===== config.mk =====
export PLATFORM = sky130hd
export DESIGN_NAME = fsub_seq
export DESIGN_NICKNAME = d
export VERILOG_FILES = /design/src/rtl/fsub_pkg.sv /design/src/rtl/fsub_align_shift.sv /design/src/rtl/fsub_seq.sv
export SDC_FILE = /design/constraint.sdc
export NUM_CORES = 1
export LEC_CHECK = 0
export ABC_AREA = 1
export CAP_MARGIN = 20
export CORE_MARGIN = 1.5
export CORE_UTILIZATION = 54
export CTS_CLUSTER_SIZE = 12
export DETAILED_ROUTE_END_ITERATION = 16
export GPL_TIMING_DRIVEN = 0
export PLACE_DENSITY = 0.81
export SLEW_MARGIN = 20
export SYNTH_ARGS = -nofsm -noshare
export SYNTH_HDL_FRONTEND = slang
export SYNTH_SLANG_ARGS = --single-unit

===== constraint.sdc =====
create_clock -name clk -period 4.67 [get_ports clk]
set_input_delay 0.934 -clock clk [delete_from_list [all_inputs] [get_ports clk]]
set_output_delay 0.934 -clock clk [all_outputs]
set_load 0.1 [all_outputs]

===== src/rtl/fsub_pkg.sv =====
// fsub_pkg: shared widths, constants, FSM encoding and operand unpacking
// for the sequential binary16 subtractor.
package fsub_pkg;

    localparam int EXP_W  = 5;
    localparam int FRAC_W = 10;
    localparam int SIG_W  = FRAC_W + 1;       // significand with hidden bit
    localparam int WORK_W = 14;               // significand + guard/round/sticky
    localparam int EXPX_W = 7;                // widened exponent, absorbs carries
    localparam int BIAS   = 15;

    localparam logic [15:0] NAN_CANON = 16'h7E00;
    localparam logic [14:0] INF_MAG   = 15'h7C00;

    typedef enum logic [2:0] {
        IDLE,
        ALIGN,
        ARITH,
        NORM,
        PACK,
        DONE
    } state_t;

    typedef struct packed {
        logic             sign;
        logic [EXP_W-1:0] exp;
        logic [SIG_W-1:0] sig;
        logic             is_nan;
        logic             is_inf;
    } operand_t;

    // Split a binary16 word; exp==0 becomes a signed zero (no denormals).
    function automatic operand_t unpack_op(input logic [15:0] x, input logic flip_sign);
        operand_t op;
        op.sign   = x[15] ^ flip_sign;
        op.exp    = x[14:10];
        op.sig    = (x[14:10] == '0) ? '0 : {1'b1, x[9:0]};
        op.is_nan = (x[14:10] == '1) && (x[9:0] != '0);
        op.is_inf = (x[14:10] == '1) && (x[9:0] == '0);
        return op;
    endfunction

endpackage


===== src/rtl/fsub_align_shift.sv =====
// fsub_align_shift: sticky right shifter for the ALIGN cycle. Every bit
// shifted past the bottom of the working field is ORed into bit 0.
module fsub_align_shift
    import fsub_pkg::*;
(
    input  logic [WORK_W-1:0] sig_in,
    input  logic [EXP_W-1:0]  shamt,
    output logic [WORK_W-1:0] sig_out
);

    logic [2*WORK_W-1:0] wide;

    // Shift into a double-width field so lost bits stay visible for sticky.
    always_comb begin
        wide    = {sig_in, {WORK_W{1'b0}}} >> shamt;
        sig_out = wide[2*WORK_W-1:WORK_W] | {{(WORK_W-1){1'b0}}, |wide[WORK_W-1:0]};
    end

endmodule


===== src/rtl/fsub_seq.sv =====
// fsub_seq: multi-cycle binary16 subtractor (result = a - b).
// Optional macro FSUB_SEQ_RNE_EN selects round-to-nearest-even in PACK;
// without it PACK truncates. Cycle count is the same in both builds.
module fsub_seq
    import fsub_pkg::*;
(
    input  logic        clk,
    input  logic        rst,
    input  logic        in_valid,
    output logic        in_ready,
    input  logic [15:0] a,
    input  logic [15:0] b,
    output logic        out_valid,
    input  logic        out_ready,
    output logic [15:0] result,
    output logic        busy
);

    state_t              state_q, state_d;
    operand_t            op_a_q, op_a_d, op_b_q, op_b_d;
    logic [WORK_W-1:0]   large_q, large_d, small_q, small_d;
    logic [WORK_W:0]     work_q, work_d;          // bit 14 = carry, 13 = hidden
    logic [EXPX_W-1:0]   exp_q, exp_d;
    logic                sign_q, sign_d;
    logic                eff_sub_q, eff_sub_d;
    logic [15:0]         result_q, result_d;
    logic                out_valid_q, out_valid_d;

    operand_t            lg, sm;
    logic [EXP_W-1:0]    shamt;
    logic [WORK_W-1:0]   small_aligned;
    logic [SIG_W-1:0]    pk_sig;
    logic [EXPX_W-1:0]   pk_exp;
    logic [15:0]         pack_word;

    assign in_ready  = (state_q == IDLE);
    assign busy      = (state_q != IDLE);
    assign out_valid = out_valid_q;
    assign result    = result_q;

    // Order operands by magnitude; the smaller one gets aligned.
    always_comb begin
        if ((op_a_q.exp > op_b_q.exp) ||
            ((op_a_q.exp == op_b_q.exp) && (op_a_q.sig >= op_b_q.sig))) begin
            lg = op_a_q;
            sm = op_b_q;
        end else begin
            lg = op_b_q;
            sm = op_a_q;
        end
        shamt = lg.exp - sm.exp;
    end

    fsub_align_shift u_align (
        .sig_in  ({sm.sig, 3'b000}),
        .shamt   (shamt),
        .sig_out (small_aligned)
    );

    // Round (or truncate) the normalised significand and build the output word.
    always_comb begin
`ifdef FSUB_SEQ_RNE_EN
        logic        round_up;
        logic [11:0] rnd_sig;
        round_up = work_q[2] & (work_q[1] | work_q[0] | work_q[3]);
        rnd_sig  = {1'b0, work_q[13:3]} + {11'b0, round_up};
        if (rnd_sig[11]) begin
            pk_sig = rnd_sig[11:1];
            pk_exp = exp_q + 7'd1;
        end else begin
            pk_sig = rnd_sig[10:0];
            pk_exp = exp_q;
        end
`else
        pk_sig = work_q[13:3];
        pk_exp = exp_q;
`endif
        if (op_a_q.is_nan || op_b_q.is_nan) begin
            pack_word = NAN_CANON;
        end else if (op_a_q.is_inf && op_b_q.is_inf) begin
            pack_word = (op_a_q.sign != op_b_q.sign) ? NAN_CANON : {op_a_q.sign, INF_MAG};
        end else if (op_a_q.is_inf) begin
            pack_word = {op_a_q.sign, INF_MAG};
        end else if (op_b_q.is_inf) begin
            pack_word = {op_b_q.sign, INF_MAG};
        end else if (work_q == '0) begin
            pack_word = {op_a_q.sign & op_b_q.sign, 15'h0000};
        end else if (pk_exp >= 7'd31) begin
            pack_word = {sign_q, INF_MAG};
        end else if ((pk_exp < 7'd1) || !pk_sig[10]) begin
            pack_word = {sign_q, 15'h0000};
        end else begin
            pack_word = {sign_q, pk_exp[EXP_W-1:0], pk_sig[FRAC_W-1:0]};
        end
    end

    // Next-state and datapath updates; every register holds unless its stage acts.
    always_comb begin
        state_d     = state_q;
        op_a_d      = op_a_q;
        op_b_d      = op_b_q;
        large_d     = large_q;
        small_d     = small_q;
        work_d      = work_q;
        exp_d       = exp_q;
        sign_d      = sign_q;
        eff_sub_d   = eff_sub_q;
        result_d    = result_q;
        out_valid_d = out_valid_q;
        case (state_q)
            IDLE: begin
                if (in_valid) begin
                    op_a_d  = unpack_op(a, 1'b0);
                    op_b_d  = unpack_op(b, 1'b1);
                    state_d = ALIGN;
                end
            end
            ALIGN: begin
                large_d   = {lg.sig, 3'b000};
                small_d   = small_aligned;
                exp_d     = {2'b00, lg.exp};
                sign_d    = lg.sign;
                eff_sub_d = op_a_q.sign ^ op_b_q.sign;
                state_d   = ARITH;
            end
            ARITH: begin
                work_d  = eff_sub_q ? ({1'b0, large_q} - {1'b0, small_q})
                                    : ({1'b0, large_q} + {1'b0, small_q});
                state_d = NORM;
            end
            NORM: begin
                if (work_q[WORK_W]) begin
                    work_d = {1'b0, work_q[WORK_W:2], work_q[1] | work_q[0]};
                    exp_d  = exp_q + 7'd1;
                end else if (!work_q[WORK_W-1] && (work_q != '0) && (exp_q > 7'd1)) begin
                    work_d = {work_q[WORK_W-1:0], 1'b0};
                    exp_d  = exp_q - 7'd1;
                end else begin
                    state_d = PACK;
                end
            end
            PACK: begin
                result_d    = pack_word;
                out_valid_d = 1'b1;
                state_d     = DONE;
            end
            DONE: begin
                if (out_ready) begin
                    out_valid_d = 1'b0;
                    state_d     = IDLE;
                end
            end
            default: state_d = IDLE;
        endcase
    end

    // State and datapath registers; reset abandons any operation in flight.
    always_ff @(posedge clk or posedge rst) begin
        if (rst) begin
            state_q     <= IDLE;
            op_a_q      <= '0;
            op_b_q      <= '0;
            large_q     <= '0;
            small_q     <= '0;
            work_q      <= '0;
            exp_q       <= '0;
            sign_q      <= 1'b0;
            eff_sub_q   <= 1'b0;
            result_q    <= 16'h0000;
            out_valid_q <= 1'b0;
        end else begin
            state_q     <= state_d;
            op_a_q      <= op_a_d;
            op_b_q      <= op_b_d;
            large_q     <= large_d;
            small_q     <= small_d;
            work_q      <= work_d;
            exp_q       <= exp_d;
            sign_q      <= sign_d;
            eff_sub_q   <= eff_sub_d;
            result_q    <= result_d;
            out_valid_q <= out_valid_d;
        end
    end

endmodule


==> impl_metrics.env <==
export IMPL_outcome="complete, no violations"
export IMPL_die_h_um=121
export IMPL_die_area_um2=14600
export IMPL_maxCapViolCount=0
export IMPL_viasPerCell=5.54
export IMPL_clockBufferDepth=2
export IMPL_synth_edf_count=0
export IMPL_cts_buffers=9
export IMPL_syn_area_um2=7500
export IMPL_netlist_area_leader_share_pct=35.7
export IMPL_crit_path_start="op_b_q[10]$_DFFE_PP0P_"
export IMPL_antenna_cells=0
export IMPL_start_util_pct=56.0
export IMPL_clk_pin_slew_worst_paths_ns=0.08
export IMPL_fin_area_um2=8590
export IMPL_fin_nets=1207
export IMPL_coreArea_um2=13400
export IMPL_cp_max_fo=10
export IMPL_dieWidth_um=121
export IMPL_start_kind="flip-flop"
export IMPL_drive_above_1_share_pct=6.45
export IMPL_firstDrtPassIters=5
export IMPL_rsz0062_at_grt="no"
export IMPL_required_ns=4.92
export IMPL_cts_tree="done"
export IMPL_synth_area_top_cells="dfrtp_1 (36%), nand2_1 (13%), o21ai_0 (7.5%), inv_1 (7.4%), ha_1 (7.3%)"
export IMPL_top_layer_used="met4"
export IMPL_tns_ns=0
export IMPL_wl_met3_um=974
export IMPL_synth_nets=1141
export IMPL_seq_area_um2=2680
export IMPL_grt_first_pass_wirelength_um=32600
export IMPL_post_cts_buffers=0
export IMPL_fin_crit_sh_pct=78.8
export IMPL_post_dp_hpwl_um=15000
export IMPL_num_fill_cells=1204
export IMPL_fmax_mhz=272
export IMPL_synth_cell_type_count=47
export IMPL_multiInputGateArea_um2=4050
export IMPL_drv_slew=0
export IMPL_grt_total_usage_pct=28.0
export IMPL_crit_end="small_q[0]$_DFFE_PP0P_"
export IMPL_arrival_ns=3.93
export IMPL_dr_wl_met2_um=9220
export IMPL_grt_max_degree=74
export IMPL_report_final_hold_viol_count=0
export IMPL_synthArstFlopShare_pct=100
export IMPL_synth_seq_cells=107
export IMPL_relSlewSlack_pct=35.3
export IMPL_synth_seq_area_share_pct=35.7
export IMPL_portBuffers=54
export IMPL_drt_iter0_drc=501
export IMPL_yosys_warnings=0
export IMPL_m1WireLength_um=8610
export IMPL_grt_pass1_vias=6809
export IMPL_final_min_clock_period_ns=3.68
export IMPL_cts_resized=0
export IMPL_drc=0
export IMPL_fin_skew_ns=0.0130
export IMPL_gp_congestion=0.947
export IMPL_synth_top_area_cell="dfrtp_1"
export IMPL_clock_root_buffer="clkbuf_16"
export IMPL_globalRoute_totalOverflow=0
export IMPL_ioPinCount=55
export IMPL_yosysMostFrequentCell="nand2_1"
export IMPL_avgSynthCellArea_um2=7.08
export IMPL_postCtsHoldBufs=0
export IMPL_worstMarginPinSlew_ns=0.967
export IMPL_dpl_cell_area_um2=8300
export IMPL_routed_via_count=7241
export IMPL_antenna_found_initial=0
export IMPL_cts_sinks=107
export IMPL_area_growth_pct=14.5
export IMPL_rr_worst_depth=26
export IMPL_rows=42
export IMPL_critPathKind="flip-flop to flip-flop"
export IMPL_synth_cells=1060
export IMPL_wl_um=19200
export IMPL_clock_latency_ns=0.37
export IMPL_hold_path_class="flip-flop to flip-flop"
export IMPL_setup_viol=0
export IMPL_synthFlopType="dfrtp_1"
export IMPL_place_inst=1291
export IMPL_layout_cells_non_filler=1307
export IMPL_end_kind="flip-flop"
export IMPL_cts_htree_levels=3
export IMPL_reg2reg_to="small_q[0]$_DFFE_PP0P_"
export IMPL_r2r_slack_ns=0.99
export IMPL_post_drt_wl_per_cell_um=14.7
export IMPL_r2r_start="op_b_q[10]$_DFFE_PP0P_"
export IMPL_synth_commonest_cells="nand2_1 (265), inv_1 (147), o21ai_0 (112)"
export IMPL_final_antenna_net_count=0
==> placed cells by master, fill, tap and decap left out, drive strengths merged <==
master	netlist	layout
nor4	7	7
o32ai	1	1
a211oi	3	3
nand2	279	279
nor3	5	5
o21ai	115	115
o221ai	1	1
nand4	19	19
inv	153	156
o41ai	2	2
o21bai	1	1
clkdlybuf4s50	0	54
fa	1	1
nand3	91	91
a21oi	39	39
xnor2	2	2
a311oi	1	1
ha	44	44
clkbuf	19	29
a31oi	17	17
dfrtp	107	107
buf	17	18
a21boi	3	3
o211ai	1	1
xor2	10	10
or2	4	4
a31o	1	1
clkinv	1	4
nand3b	1	1
o31ai	2	2
nor2	80	80
o22ai	33	33
==> stage by stage <==
step	setup WS, ns	utilization, %	hold slack, ns
floorplan	0.560	-	0.450
global placement	-0.642	61.7	0.463
detailed placement	1.04	61.9	0.468
CTS	1.02	64.1	0.487
global route	0.581	64.1	0.512
finish	0.991	64.1	0.487
==> flip-flops by register name, indices dropped and copies added, names as in the netlist <==
signal / cells
eff_sub_q: 1
exp_q: 7
large_q: 11
op_a_q: 19
op_b_q: 19
out_valid: 1
result: 16
sign_q: 1
small_q: 14
state_q: 3
work_q: 15
==> critical path, cell delays in order (launching register included) <==
cell     delay, ns
dfrtp_1       0.41
inv_1         0.11
ha_1          0.34
nand2_1       0.08
nor2_2        0.11
inv_1         0.05
nor2_1        0.10
nand2_1       0.09
nand4_4       0.16
nand2_4       0.11
nand2_2       0.09
nand3_2       0.07
ha_1          0.27
buf_4         0.17
inv_1         0.11
buf_1         0.36
nand3_1       0.14
nand2_1       0.13
nand2_1       0.06
nand2_1       0.09
nand2_1       0.06
nand2_1       0.08
nand2_1       0.05
nor2_1        0.11
a21oi_2       0.06
nor2_1        0.10
nor2_1        0.05
==> final cells by class <==
type	count	area share (%)
Multi-Input combinational cell	763	47.1
Sequential cell	107	31.2
Inverter	154	6.79
Timing Repair Buffer	55	6.61
Clock buffer	10	2.78
Tap cell	176	2.56
Buffer	36	2.37
Clock inverter	6	0.655
==> worst min-delay path by stage <==
stage | from | to | slack [ns] | cells past startpoint
after floorplan | op_b_q[1]$_DFFE_PP0P_ | op_b_q[1]$_DFFE_PP0P_ | 0.45 | 2
after global placement | op_a_q[1]$_DFFE_PP0P_ | op_a_q[1]$_DFFE_PP0P_ | 0.46 | 2
after detailed placement | op_a_q[1]$_DFFE_PP0P_ | op_a_q[1]$_DFFE_PP0P_ | 0.47 | 2
after CTS | op_a_q[1]$_DFFE_PP0P_ | op_a_q[1]$_DFFE_PP0P_ | 0.49 | 2
after global routing | result[4]$_DFFE_PP0P_ | result[4]$_DFFE_PP0P_ | 0.51 | 2
final | op_a_q[1]$_DFFE_PP0P_ | op_a_q[1]$_DFFE_PP0P_ | 0.49 | 2
==> metal layers <==
layer / track usage, % / up-vias
li1: - / 3634
met1: 36.9 / 3359
met2: 47.8 / 213
met3: 3.76 / 35
met4: 8.97 / 0
met5: 0 / -
==> logic make-up after synthesis <==
group | Yosys count | share of synthesized area (%)
buffers and inverters | 190 | 10.4
adder cells (fa/ha/maj) | 45 | 7.60
AO/OA/AOI/OAI | 220 | 16.3
XOR/XNOR | 12 | 1.40
flip-flops | 107 | 35.7
AND/OR/NAND/NOR | 486 | 28.6
Power is not shown: default switching activity piles up to over one toggle a cycle in this logic, so the estimate is an artifact.
